File: src/rtl/phase_bus_cmd_scheduler_if.sv
// Phase-bus command scheduler bus bundle.
// It carries the host command handshake, the sub-state-machine active/complete lines,
// and the response-path handshake.
interface phase_bus_cmd_scheduler_if;

   localparam int unsigned ID_W     = 3;
   localparam int unsigned TYPE_W   = 2;
   localparam int unsigned NUM_SUB  = 5;
   localparam int unsigned COUNT_W  = 4;
   localparam int unsigned STATUS_W = 2;

   logic                cmd_valid;
   logic                cmd_ready;
   logic [ID_W-1:0]     cmd_id;
   logic [TYPE_W-1:0]   cmd_type;
   logic [NUM_SUB-1:0]  active_o;
   logic [NUM_SUB-1:0]  complete_i;
   logic [COUNT_W-1:0]  resp_count_i;
   logic [TYPE_W-1:0]   cmd_type_o;
   logic                resp_valid;
   logic                resp_ready;
   logic [STATUS_W-1:0] resp_status;
   logic [COUNT_W-1:0]  resp_count;
   logic                busy;

   // Host / sub-block / response-path side
   modport master (
      output cmd_valid, cmd_id, cmd_type, complete_i, resp_count_i, resp_ready,
      input  cmd_ready, active_o, cmd_type_o, resp_valid, resp_status, resp_count, busy
   );

   // Scheduler side
   modport slave (
      input  cmd_valid, cmd_id, cmd_type, complete_i, resp_count_i, resp_ready,
      output cmd_ready, active_o, cmd_type_o, resp_valid, resp_status, resp_count, busy
   );

endinterface

File: src/rtl/phase_bus_cmd_scheduler.sv
// Phase-bus command scheduler.
// It accepts one decoded host command at a time and drives exactly one substate_*_active line.
// It then waits for the matching completion and its release, and returns status and byte count.
module phase_bus_cmd_scheduler #(
   parameter int unsigned CLOCK_FREQUENCY = 27000000,
   parameter int unsigned TIMEOUT_CYCLES  = 4096
) (
   input logic                          clock,
   input logic                          reset,
   phase_bus_cmd_scheduler_if.slave     bus
);

   localparam int unsigned TIMER_W  = 13;
   localparam int unsigned NUM_SUB  = 5;
   localparam int unsigned ID_W     = 3;
   localparam int unsigned COUNT_W  = 4;
   localparam int unsigned STATUS_W = 2;

   localparam logic [ID_W-1:0]     ID_MAX        = ID_W'(NUM_SUB - 1);
   localparam logic [TIMER_W-1:0]  TIMER_LAST    = TIMER_W'(TIMEOUT_CYCLES - 1);
   localparam logic [TIMER_W-1:0]  TIMER_SAT     = '1;
   localparam logic [STATUS_W-1:0] STATUS_OK     = STATUS_W'(0);
   localparam logic [STATUS_W-1:0] STATUS_ILLEGAL = STATUS_W'(1);
   localparam logic [STATUS_W-1:0] STATUS_TIMEOUT = STATUS_W'(2);
   localparam logic [STATUS_W-1:0] STATUS_STUCK  = STATUS_W'(3);

   // Reject parameter sets the 13-bit timer cannot represent
   if (TIMEOUT_CYCLES < 2 || TIMEOUT_CYCLES > (2 ** TIMER_W) || CLOCK_FREQUENCY == 0) begin : g_param_check
      $error("phase_bus_cmd_scheduler: TIMEOUT_CYCLES must be 2..8192 and CLOCK_FREQUENCY nonzero");
   end

   typedef enum logic [2:0] {
      ST_IDLE      = 3'd0,
      ST_LAUNCH    = 3'd1,
      ST_WAIT_DONE = 3'd2,
      ST_RELEASE   = 3'd3,
      ST_RESPOND   = 3'd4
   } state_t;

   state_t               state;
   logic [NUM_SUB-1:0]   sel_q;
   logic [TIMER_W-1:0]   timer;
   logic                 accept;
   logic                 complete_hit;

   // Handshake qualifier and completion flag of the owning sub-block only
   assign accept       = bus.cmd_valid & bus.cmd_ready;
   assign complete_hit = |(bus.complete_i & sel_q);

   // Command sequencing with all outputs registered
   always_ff @(posedge clock or negedge reset) begin
      if (!reset) begin
         state           <= ST_IDLE;
         sel_q           <= '0;
         timer           <= '0;
         bus.cmd_ready   <= 1'b1;
         bus.active_o    <= '0;
         bus.cmd_type_o  <= '0;
         bus.resp_valid  <= 1'b0;
         bus.resp_status <= STATUS_OK;
         bus.resp_count  <= '0;
         bus.busy        <= 1'b0;
      end else begin
         case (state)
            ST_IDLE: begin
               if (accept) begin
                  bus.cmd_type_o <= bus.cmd_type;
                  bus.cmd_ready  <= 1'b0;
                  bus.busy       <= 1'b1;
                  if (bus.cmd_id <= ID_MAX) begin
                     sel_q <= NUM_SUB'(5'b00001 << bus.cmd_id);
                     state <= ST_LAUNCH;
                  end else begin
                     // Illegal id never owns the bus; answer straight away
                     sel_q           <= '0;
                     bus.resp_status <= STATUS_ILLEGAL;
                     bus.resp_count  <= '0;
                     bus.resp_valid  <= 1'b1;
                     state           <= ST_RESPOND;
                  end
               end
            end

            ST_LAUNCH: begin
               bus.active_o <= sel_q;
               timer        <= '0;
               state        <= ST_WAIT_DONE;
            end

            ST_WAIT_DONE: begin
               if (complete_hit) begin
                  bus.active_o    <= '0;
                  timer           <= '0;
                  bus.resp_status <= STATUS_OK;
                  bus.resp_count  <= bus.resp_count_i;
                  state           <= ST_RELEASE;
               end else if (timer == TIMER_LAST) begin
                  bus.active_o    <= '0;
                  timer           <= '0;
                  bus.resp_status <= STATUS_TIMEOUT;
                  bus.resp_count  <= '0;
                  state           <= ST_RELEASE;
               end else if (timer != TIMER_SAT) begin
                  timer <= timer + TIMER_W'(1);
               end
            end

            ST_RELEASE: begin
               if (!complete_hit) begin
                  timer          <= '0;
                  bus.resp_valid <= 1'b1;
                  state          <= ST_RESPOND;
               end else if (timer == TIMER_LAST) begin
                  // Sub-block never dropped its flag: report it, overriding OK
                  timer           <= '0;
                  bus.resp_status <= STATUS_STUCK;
                  bus.resp_count  <= '0;
                  bus.resp_valid  <= 1'b1;
                  state           <= ST_RESPOND;
               end else if (timer != TIMER_SAT) begin
                  timer <= timer + TIMER_W'(1);
               end
            end

            ST_RESPOND: begin
               if (bus.resp_ready) begin
                  bus.resp_valid  <= 1'b0;
                  bus.resp_status <= STATUS_OK;
                  bus.resp_count  <= '0;
                  bus.busy        <= 1'b0;
                  bus.cmd_ready   <= 1'b1;
                  state           <= ST_IDLE;
               end
            end

            default: begin
               bus.active_o   <= '0;
               bus.resp_valid <= 1'b0;
               bus.busy       <= 1'b0;
               bus.cmd_ready  <= 1'b1;
               state          <= ST_IDLE;
            end
         endcase
      end
   end

endmodule

File: src/flat_wrapper.sv
// flat-port wrapper written by rule: the top's interface ports become plain ports
module phase_bus_cmd_scheduler_flat 
#(
   parameter int unsigned CLOCK_FREQUENCY = 27000000,
   parameter int unsigned TIMEOUT_CYCLES  = 4096
)
  (clock, reset, bus_cmd_valid, bus_cmd_id, bus_cmd_type, bus_complete_i, bus_resp_count_i, bus_resp_ready, bus_cmd_ready, bus_active_o, bus_cmd_type_o, bus_resp_valid, bus_resp_status, bus_resp_count, bus_busy);
  phase_bus_cmd_scheduler_if bus_i ();
  input logic clock;
  input logic reset;
  input wire logic [$bits(bus_i.cmd_valid)-1:0] bus_cmd_valid;
  input wire logic [$bits(bus_i.cmd_id)-1:0] bus_cmd_id;
  input wire logic [$bits(bus_i.cmd_type)-1:0] bus_cmd_type;
  input wire logic [$bits(bus_i.complete_i)-1:0] bus_complete_i;
  input wire logic [$bits(bus_i.resp_count_i)-1:0] bus_resp_count_i;
  input wire logic [$bits(bus_i.resp_ready)-1:0] bus_resp_ready;
  output wire logic [$bits(bus_i.cmd_ready)-1:0] bus_cmd_ready;
  output wire logic [$bits(bus_i.active_o)-1:0] bus_active_o;
  output wire logic [$bits(bus_i.cmd_type_o)-1:0] bus_cmd_type_o;
  output wire logic [$bits(bus_i.resp_valid)-1:0] bus_resp_valid;
  output wire logic [$bits(bus_i.resp_status)-1:0] bus_resp_status;
  output wire logic [$bits(bus_i.resp_count)-1:0] bus_resp_count;
  output wire logic [$bits(bus_i.busy)-1:0] bus_busy;
  assign bus_i.cmd_valid = bus_cmd_valid;
  assign bus_i.cmd_id = bus_cmd_id;
  assign bus_i.cmd_type = bus_cmd_type;
  assign bus_i.complete_i = bus_complete_i;
  assign bus_i.resp_count_i = bus_resp_count_i;
  assign bus_i.resp_ready = bus_resp_ready;
  assign bus_cmd_ready = bus_i.cmd_ready;
  assign bus_active_o = bus_i.active_o;
  assign bus_cmd_type_o = bus_i.cmd_type_o;
  assign bus_resp_valid = bus_i.resp_valid;
  assign bus_resp_status = bus_i.resp_status;
  assign bus_resp_count = bus_i.resp_count;
  assign bus_busy = bus_i.busy;
  phase_bus_cmd_scheduler #(.CLOCK_FREQUENCY(CLOCK_FREQUENCY), .TIMEOUT_CYCLES(TIMEOUT_CYCLES)) u_core (.clock(clock), .reset(reset), .bus(bus_i));
endmodule
File: config.mk
export PLATFORM = sky130hd
export DESIGN_NAME = phase_bus_cmd_scheduler_flat
export DESIGN_NICKNAME = d
export VERILOG_FILES = /design/src/rtl/phase_bus_cmd_scheduler_if.sv /design/src/rtl/phase_bus_cmd_scheduler.sv /design/src/flat_wrapper.sv
export SDC_FILE = /design/constraint.sdc
export NUM_CORES = 1
export LEC_CHECK = 0
export ABC_AREA = 1
export ABC_CLOCK_PERIOD_IN_PS = 1900
export CAP_MARGIN = 20
export CORE_ASPECT_RATIO = 0.8
export CORE_MARGIN = 2
export CORE_UTILIZATION = 50
export CTS_CLUSTER_DIAMETER = 50
export DETAILED_ROUTE_END_ITERATION = 10
export GPL_ROUTABILITY_DRIVEN = 0
export PLACE_DENSITY = 0.76
export SLEW_MARGIN = 10
export SYNTH_ARGS = -nofsm -noshare
export SYNTH_HDL_FRONTEND = slang
export SYNTH_SLANG_ARGS = --single-unit
export TNS_END_PERCENT = 10
File: constraint.sdc
create_clock -name clock -period 1.9 [get_ports clock]
set_input_delay 0.19 -clock clock [delete_from_list [all_inputs] [get_ports clock]]
set_output_delay 0.19 -clock clock [all_outputs]
set_load 0.05 [all_outputs]
==> results of run 1 <==
-- layer usage --
| layer | track usage, % | vias to the layer above |
|---|---|---|
| met2 | 34.3 | 39 |
| met3 | 4.19 | 8 |
| met4 | 11.9 | 0 |
| met5 | 0 | - |
| li1 | - | 998 |
| met1 | 28.4 | 875 |
-- power groups by stage --
stage               registers (uW)  clock network [uW]  logic (uW)
finish                        1250                 705        2160
global route                  1290                 750        2390
CTS                           1250                 725        2170
detailed placement            1260                   0        2160
global placement              1260                   0        2130
floorplan                     1750                   0        1080
-- stage by stage --
stage	std cells	hold slack, ns	setup slack [ns]	power [uW]	utilization [%]
2_1_floorplan	291	-0.106	0.419	2840	-
3_3_place_gp	381	0.216	0.294	3390	60.6
3_5_place_dp	381	0.221	0.241	3420	60.6
4_1_cts	390	0.421	0.0495	4150	63.6
5_1_grt	390	0.460	0.0389	4430	63.6
6_report	390	0.414	0.0596	4120	63.6
-- timing repair --
| item | CTS | global route |
|---|---|---|
| resized for setup | 0 | 0 |
| hold buffers | 1 | 0 |
| setup endpoints to repair | 0 | 0 |
| endpoints found under the hold margin | 22 | 0 |
-- cell families (layout without fill, tap and decap cells) --
logic type,count (synthesis),in the layout,share of synthesized area [%]
adders and majority gates,1,1,0.593
DFF,37,37,44.0
and+or+nand+nor,211,211,45.9
buffers and inverters,30,72,6.05
xor gates and xnor gates,2,2,0.831
AOI/OAI and AO/OA,10,10,2.67
-- sequential cells by signal, indices dropped and copies added (netlist names) --
register and count:
u_core.bus.resp_status 2, u_core.bus.active_o 5, u_core.bus.cmd_type_o 2, u_core.sel_q 5, u_core.bus.resp_count 4, u_core.timer 13, u_core.state 3, u_core.bus.busy 1
u_core.bus.resp_valid 1, u_core.bus.cmd_ready 1
-- layout make-up --
cell class | count | area share [%]
Clock buffer | 7 | 3.29
Tap cell | 57 | 2.72
Timing Repair Buffer | 36 | 13.3
Sequential cell | 37 | 35.3
Multi-Input combinational cell | 224 | 40.2
Clock inverter | 1 | 1.14
Inverter | 28 | 4.00
-- Yosys cell counts, types with 2 or more instances --
master,n,share of area (%)
buf_6,2,1.1
inv_2,7,1.2
nor3_1,4,0.95
inv_1,21,3.7
nor2_4,6,3.2
nand3_2,2,0.95
nand2_4,2,1.1
nand3_1,31,7.4
nand2_2,9,2.7
o21ai_1,3,0.71
nand3b_1,2,0.71
nand2_1,122,22
or2_2,3,0.89
nor2_1,21,3.7
xnor2_1,2,0.83
nand4_1,6,1.8
nor2_2,2,0.59
o21ai_0,4,0.95
dfrtp_1,36,43
-- layout by cell type, fill, tap and decap left out, types with 6 or more instances in the layout --
cell type and count:
nor2_1 21, inv_2 7, clkdlybuf4s50_1 32, dfrtp_1 36, nand4_1 6, clkbuf_8 6
nand2_2 9, inv_1 21, nand2_1 122, nor2_4 6, nand3_1 31
-- worst max path at each step --
stage                                     to  cells past startpoint
finish                         bus_cmd_ready                      1
floorplan           u_core.bus.resp_count[0]                      7
global placement            u_core.timer[11]                     11
global route                   bus_cmd_ready                      1
detailed placement          u_core.timer[11]                     11
CTS                            bus_cmd_ready                      1
==> summary.md, run 1 <==
| Metric | Value |
|---|---|
| Status | complete, no violations |
| FF-to-FF Start | u_core.timer[0] |
| Fin crit share | between 90 and 100% |
| Root Driver | clkbuf_8 |
| Top FF cell, synth | dfrtp_1 |
| Min-Delay Path Class | primary input to async pin |
| Die area | 4760 um^2 |
| Avg WL per Cell | between 10 and 15 um |
| Port buffer count | 33 |
| CP peak stage delay | approximately 0.8 ns |
| Setup slack, reg-to-reg | 0.33 ns |
| CTS sink count | 37 |
| Vias per cell | approximately 4.9 |
| Peak fanout along the critical path | 3 |
| CTS H-tree lvls | 2 |
| Tmin final | between 1.5 and 2 ns |
| Crit-path slowest cell | clkdlybuf4s50_1 |
| Initial DRC count | 75 |
| F_max | 0.543 GHz |
| Top layer used by detailed routing | met4 |
| Layout area overhead | 24.4% |
| Vias | 1,920 |
| Worst reg2reg endpoint | u_core.bus.active_o[3] |
| IO Pins | 34 |
| Switching part of the total | 47.5% |
| Synth async-reset ratio | between 90% and 100% |
| Synth warnings | 0 |
| Chip Width | about 77 um |
| Post-synthesis cell type count | 25 |
| Clk_lat worst skew | 0.30 ns |
| Setup TNS | 0 ns |
| Critical path capture point type | output pin |
| Slew HR | roughly 63% |
| Worst reg2reg path depth | 8 |
| Register area | around 930 um^2 |
| CP Launch Type | flip-flop |
| Detailed-routed wire length on met2 | ~2000 um |
| Slew Viols, Final | 0 |
| # Post-CTS Setup Buffers | 0 |
| Seq pwr share | 30.5% |
| Final setup violation count | 0 |
| Max Root-Sink Buffers | 2 |
| Fin area | between 2000 and 3000 um^2 |
| Routed Antenna Nets | 0 |
| RSZ-0062 raised after global routing | false |
| Wire length on met3 | about 170 um |
| Final nets | 351 |
| Multi-input logic area | between 1000 and 1500 um^2 |
| Vias in the first global route | between 1,500 and 2,000 |
| Drt drc | 0 |
| Syn_nets | 310 |
| FP Rows | 21 |
| M1 WL | roughly 2200 um |
| Initial core utilization | approximately half |
| CTS tree | built |
| DRT Wirelength | 4500 um |
| Initial antenna violation count | 0 |
| Largest net degree at the start of global routing | 26 |
| Cells along the critical path | clkdlybuf4s50_1 |
| P_int | 2160 uW |
| Worst-path clk slew | 0.07 ns |
| Die height | between 60 and 70 um |
| Layout cells sized above 1 | roughly 13% |
| GR Overflow Total | 0 |
| Hpwl dp | around 3400 um |
| Clock Power Share | roughly 17% |
| Post-Synthesis Cells | 291 |
| Post-synth EDFFs | 0 |
| Max VDD drop | roughly 1000 uV |
| Fillers | ~380 |
| WS Path Type | flip-flop to output pin |
| Gate power share | a little over half |
| GRT Total Usage | roughly 21% |
| Hold Vio Cnt, Final | 0 |
| Worst-margin pin slew | 0.562 ns |
| Netlist Area Pre-Place | 2110 um^2 |
| Worst Path Buf+Inv | 1 |
| Num CTS Buffers | 5 |
| Setup crit start | u_core.bus.cmd_ready |
| Sw Pwr | a little under 2000 uW |
| First-pass GRT wire length | 7870 um |
| Worst EP arrival | between 1.5 and 2 ns |
| Max Cap Violations | 0 |
| Avg Cell Area, Syn | 7.25 um^2 |
| Placed Area | roughly 2500 um^2 |
| Delay-heaviest family, CP | buffers and inverters |
| Seq cells post-synth | 37 |
| Worst Path Required | 1.71 ns |
| Core Box Area | 4130 um^2 |
| N_diodes | 0 |
| Drt first pass iters | 4 |
| P per Cell Area | 1570 nW/um^2 |
| Leakage | 0.00132 uW |
| Setup Skew | around 0.011 ns |
| Register area share after synthesis | 44.0% |
Note: power is estimated with default switching activity, not from simulation.
==> inputs of run 2 (changes only) <==
Settings changed: CORE_UTILIZATION 50 to 53, MAX_ROUTING_LAYER set to met4, PLACE_DENSITY 0.76 to 0.8.
==> summary.md, run 2 (synthesis results as in run 1) <==
| Metric | Value |
|---|---|
| Worst EP arrival | 1.64 ns (about the same) |
| Hpwl dp | 3210 um (-6.3%) |
| Worst Path Required | 1.71 ns (about the same) |
| WHS | -0.00953 ns (-0.423 ns) |
| Tmin final | 1.83 ns (-0.0145 ns) |
| Cells along the critical path | clkdlybuf4s50_1 |
| Min-Delay Path Class | primary input to async pin |
| Wire length on met3 | 194 um (+18%) |
| CTS H-tree lvls | 2 (unchanged) |
| Final setup violation count | 0 (unchanged) |
| Initial DRC count | 113 (+51%) |
| Final nets | 348 (-0.85%) |
| Clk_lat worst skew | 0.29 ns (about the same) |
| Fin area | 2590 um^2 (-1.2%) |
| Core Box Area | 3800 um^2 (-7.8%) |
| N_diodes | 0 (unchanged) |
| Max Cap Violations | 0 (unchanged) |
| # Post-CTS Setup Buffers | 0 (unchanged) |
| WS Path Type | flip-flop to output pin |
| F_max | 0.548 GHz (+0.79%) |
| Top layer used by detailed routing | met4 |
| Initial core utilization | 55.5% (+4.3 points) |
| Slew HR | 45.3% (-17 points) |
| Initial antenna violation count | 0 (unchanged) |
| Largest net degree at the start of global routing | 38 (+46%) |
| Num CTS Buffers | 5 (unchanged) |
| P per Cell Area | 1580 nW/um^2 (+0.70%) |
| Fin crit share | 96.1% (-0.76 points) |
| Regs by FF count | u_core.timer (13), u_core.bus.active_o (5), u_core.sel_q (5) |
| Setup slack, reg-to-reg | 0.26 ns (-0.07 ns) |
| Port buffer count | 33 (unchanged) |
| Root Driver | clkbuf_8 |
| Max VDD drop | 1100 uV (+11%) |
| GRT Total Usage | 23.7% (+2.3 points) |
| CTS tree | built |
| Setup TNS | 0 ns (unchanged) |
| Drt drc | 0 (unchanged) |
| CP Launch Type | flip-flop |
| RSZ-0062 raised after global routing | false |
| Drt first pass iters | 4 (unchanged) |
| Status | finished with violations |
| Detailed-routed wire length on met2 | 1890 um (-5.4%) |
| Delay-heaviest family, CP | buffers and inverters |
| Fillers | 332 (-12%) |
| M1 WL | 2280 um (+1.8%) |
| Critical path capture point type | output pin |
| CP peak stage delay | 0.80 ns (about the same) |
| Routed Antenna Nets | 0 (unchanged) |
| Crit-path slowest cell | clkdlybuf4s50_1 |
| CTS sink count | 37 (unchanged) |
| GR Overflow Total | 0 (unchanged) |
| Violated checks | negative hold slack |
| Layout area overhead | 22.9% |
| Peak fanout along the critical path | 3 (unchanged) |
| Worst-path clk slew | 0.08 ns (about the same) |
| Hold Vio Cnt, Final | 22 (+22) |
| PnR Total Power | 4090 uW (-0.54%) |
| Max Root-Sink Buffers | 2 (unchanged) |
| Setup Skew | 0.00163 ns (-0.00898 ns) |
| Largest Register | u_core.timer |
| PnR worst setup slack | 0.0741 ns (+0.0145 ns) |
| Commonest non-fill, non-tap cell in the layout | nand2_1 |
| Cts repair resizes | 0 (unchanged) |
| Chip Width | 74.5 um (-2.7%) |
| Largest register FFs | 13 (unchanged) |
| Layout cells sized above 1 | 12.4% (-0.49 points) |
| IO Pins | 34 (unchanged) |
| FP Rows | 20 (-4.8%) |
| Die area | 4500 um^2 (-5.3%) |
| Vias | 1,912 (-0.42%) |
| DRT Wirelength | 4410 um (-2.0%) |
| Worst Path Buf+Inv | 1 (unchanged) |
| Leakage | 0.00130 uW (-1.3%) |
| Avg WL per Cell | 11.4 um (-0.71%) |
| Worst-margin pin slew | 0.821 ns (+0.258 ns) |
| Placed Area | 2480 um^2 (-0.70%) |
| Most frequent cells in the layout | 122 x nand2_1, 36 x dfrtp_1, 32 x clkdlybuf4s50_1 |
| Vias in the first global route | 1,760 (-2.2%) |
| Slew Viols, Final | 0 (unchanged) |
| Die height | 60.4 um (-2.7%) |
| First-pass GRT wire length | 7910 um (+0.44%) |
| Post-Place Setup Slack | 0.291 ns (+0.0500 ns) |
| Hold_buf cts | 0 (-1) |
| Vias per cell | 4.97 (+0.88%) |
[run 2: per-stage QoR]
stage / std cells / util (%)
2_1_floorplan: 291 / -
3_3_place_gp: 377 / 65.2
3_5_place_dp: 377 / 65.2
4_1_cts: 385 / 68.2
5_1_grt: 385 / 68.2
6_report: 385 / 68.2
[run 2: path summary, 6_finish.rpt]
path / start / to / depth (start not counted)
worst max-delay path: u_core.bus.cmd_ready / bus_cmd_ready / 1
worst min-delay path: reset / u_core.bus.active_o[4] / 1
worst max register to register: u_core.timer[0] / u_core.bus.resp_status[1] / 8
worst min register to register: u_core.bus.resp_count[2] / u_core.bus.resp_count[2] / 2
max in group asynchronous: reset / u_core.bus.resp_count[0] / 1
min in group clock: bus_resp_count_i[3] / u_core.bus.resp_count[3] / 3
[run 2: final cells by class]
cell class	instances	area [um^2]	area share, %
repair buffers	33	325	12.5
inverters	28	105	4.05
clock inverters	2	38.8	1.50
clock buffers	6	72.6	2.80
multi-input cells	224	1050	40.7
flip-flops and latches	37	927	35.8
well taps	55	68.8	2.65
[run 2: power breakdown]
part           switching [uW]  internal [uW]
clock network             290            394
registers                 201           1050
logic                    1480            674
total                    1970           2120
[run 2: routing by layer]
metal / vias to the layer above / global-route usage, %
met5: - / -
met4: 0 / 7.14
met3: 4 / 4.65
met2: 40 / 33.2
met1: 872 / 34.6
li1: 996 / -
==> inputs of run 3 (changes only) <==
Settings changed: CELL_PAD_IN_SITES_DETAIL_PLACEMENT set to 1, CELL_PAD_IN_SITES_GLOBAL_PLACEMENT set to 2, CORE_UTILIZATION 53 to 30.
==> summary.md, run 3 (synthesis results as in run 1) <==
| Metric | Value |
|---|---|
| Status | complete, no violations |
| Clk_lat worst skew | 0.30 ns (about the same) |
| GRT Total Usage | 16.7% (-7.0 points) |
| Initial core utilization | 30.8% (-25 points) |
| CTS sink count | 37 (unchanged) |
| Worst Path Buf+Inv | 1 (unchanged) |
| Largest net degree at the start of global routing | 38 (unchanged) |
| F_max | 0.604 GHz (+10%) |
| Avg WL per Cell | 13.5 um (+18%) |
| Hpwl dp | 4390 um (+37%) |
| First-pass GRT wire length | 9960 um (+26%) |
| Vias in the first global route | 2,013 (+14%) |
| DRT Wirelength | 5650 um (+28%) |
| Fin crit share | 87.1% (-9.0 points) |
| Seq pwr share | 29.4% (-1.2 points) |
| CTS tree | built |
| Min-Delay Path Class | primary input to flip-flop |
| Gate power share | 51.5% (-1.2 points) |
| Layout cells sized above 1 | 13.5% (+1.1 points) |
| Slew Viols, Final | 0 (unchanged) |
| PnR worst setup slack | 0.244 ns (+0.170 ns) |
| Core Box Area | 6860 um^2 (+80%) |
| Chip Width | 97.8 um (+31%) |
| Vias | 1,957 (+2.4%) |
| Worst EP arrival | 1.47 ns (-0.17 ns) |
| Root Driver | clkbuf_8 |
| CTS H-tree lvls | 2 (unchanged) |
| Num CTS Buffers | 5 (unchanged) |
| Clock Power Share | 19.1% (+2.4 points) |
| CP peak stage delay | 0.81 ns (about the same) |
| Sw Pwr | 2060 uW (+4.6%) |
| Die height | 79 um (+31%) |
| Max Root-Sink Buffers | 2 (unchanged) |
| Post-Place Setup Slack | 0.231 ns (-0.0596 ns) |
| IO Pins | 34 (unchanged) |
| Hold Vio Cnt, Final | 0 (-100%) |
| CP Launch Type | flip-flop |
| GR Overflow Total | 0 (unchanged) |
| Layout area overhead | 26.9% |
| RSZ-0062 raised after global routing | false |
| Max VDD drop | 829 uV (-25%) |
| Peak fanout along the critical path | 2 (-1) |
| Largest register FFs | 13 (unchanged) |
| Largest Register | u_core.timer |
| Post-Layout Cell Count | 420 (+9.1%) |
| # Post-CTS Setup Buffers | 0 (unchanged) |
| Drt first pass iters | 4 (unchanged) |
| Commonest non-fill, non-tap cell in the layout | nand2_1 |
| Setup crit start | u_core.bus.resp_status[1] |
| Regs by FF count | u_core.timer (13), u_core.bus.active_o (5), u_core.sel_q (5) |
| Placed Instances | 411 (+9.0%) |
| Final Util | 39.0% (-29 points) |
| Tmin final | 1.66 ns (-0.170 ns) |
| Routed Antenna Nets | 0 (unchanged) |
| Cts repair resizes | 0 (unchanged) |
| FP Rows | 27 (+35%) |
| P per Cell Area | 1610 nW/um^2 (+2.1%) |
| Multi-input logic area | 1050 um^2 (unchanged) |
| P_int | 2250 uW (+6.2%) |
| Placed Area | 2530 um^2 (+2.1%) |
| FF-to-FF Start | u_core.timer[0] |
| Drt drc | 0 (unchanged) |
| Final nets | 351 (+0.86%) |
| Worst-path clk slew | 0.07 ns (about the same) |
| Switching part of the total | 47.8% (-0.36 points) |
| Final setup violation count | 0 (unchanged) |
| Fin area | 2680 um^2 (+3.3%) |
| Cells along the critical path | clkdlybuf4s50_1 |
| Setup Skew | 0.0109 ns (+0.00930 ns) |
| WS Path Type | flip-flop to output pin |
| Initial antenna violation count | 0 (unchanged) |
| N_diodes | 0 (unchanged) |
| Hold path start | bus_resp_count_i[2] |
| Max Cap Violations | 0 (unchanged) |
| Slew HR | 65.2% (+20 points) |
| Setup TNS | 0 ns (unchanged) |
| Register area | 927 um^2 (unchanged) |
| Delay-heaviest family, CP | buffers and inverters |
| Leakage | 0.00133 uW (+2.2%) |
| Initial DRC count | 119 (+5.3%) |
| Fillers | 880 (+170%) |
| Die area | 7720 um^2 (+71%) |
| Worst Path Required | 1.71 ns (about the same) |
| Most frequent cells in the layout | 122 x nand2_1, 36 x dfrtp_1, 31 x nand3_1, 31 x clkdlybuf4s50_1 |
| Critical path capture point type | output pin |
| Worst-margin pin slew | 0.520 ns (-0.301 ns) |
| Port buffer count | 33 (unchanged) |
| Crit-path slowest cell | clkdlybuf4s50_1 |
| Vias per cell | 4.66 (-6.2%) |
## run 3: layout make-up
type | count | share of cell area (%)
multi-input cells | 224 | 39.4
flip-flops and latches | 37 | 34.6
repair buffers | 36 | 13.0
well taps | 87 | 4.07
inverters | 28 | 3.93
clock buffers | 5 | 2.57
clock inverters | 3 | 2.43
## run 3: what timing repair did
| action | CTS | global route |
|---|---|---|
| hold buffers | 1 | 0 |
| setup endpoints to repair | 0 | 0 |
| hold endpoints to repair | 36 | 0 |
## run 3: path summary, 6_finish.rpt
path / to / slack, ns / cells past startpoint
max: bus_resp_status[1] / 0.24 / 1
min: u_core.bus.resp_count[2] / 0.44 / 3
max reg2reg: u_core.bus.active_o[1] / 0.29 / 8
min reg2reg: u_core.bus.active_o[0] / 0.48 / 2
max in group asynchronous: u_core.bus.cmd_ready / 1.07 / 3
min in group asynchronous: u_core.bus.cmd_type_o[1] / 0.48 / 3
## run 3: per-stage QoR
| step | hold slack [ns] | total power, uW |
|---|---|---|
| after floorplan | -0.106 | 2840 |
| after global placement | 0.274 | 3490 |
| after detailed placement | 0.287 | 3510 |
| after CTS | 0.431 | 4380 |
| after global routing | 0.440 | 4670 |
| final | 0.437 | 4320 |
## run 3: layer usage
layer | GRT usage (%) | vias up | part of all wire, % | wire (um)
li1 | - | 999 | - | -
met1 | 24.2 | 917 | 55 | 3090
met2 | 24.1 | 33 | 40 | 2280
met3 | 3.26 | 8 | 4.1 | 232
met4 | 3.75 | 0 | 1.0 | 57
met5 | - | - | 0 | 0
## run 3: power by group through the flow
| stage | Clock (uW) | Sequential [uW] | Combinational (uW) |
|---|---|---|---|
| after global placement | 0 | 1280 | 2210 |
| after CTS | 859 | 1270 | 2250 |
| after global routing | 893 | 1310 | 2470 |
| final | 826 | 1270 | 2220 |
| after detailed placement | 0 | 1280 | 2230 |
| after floorplan | 0 | 1750 | 1080 |
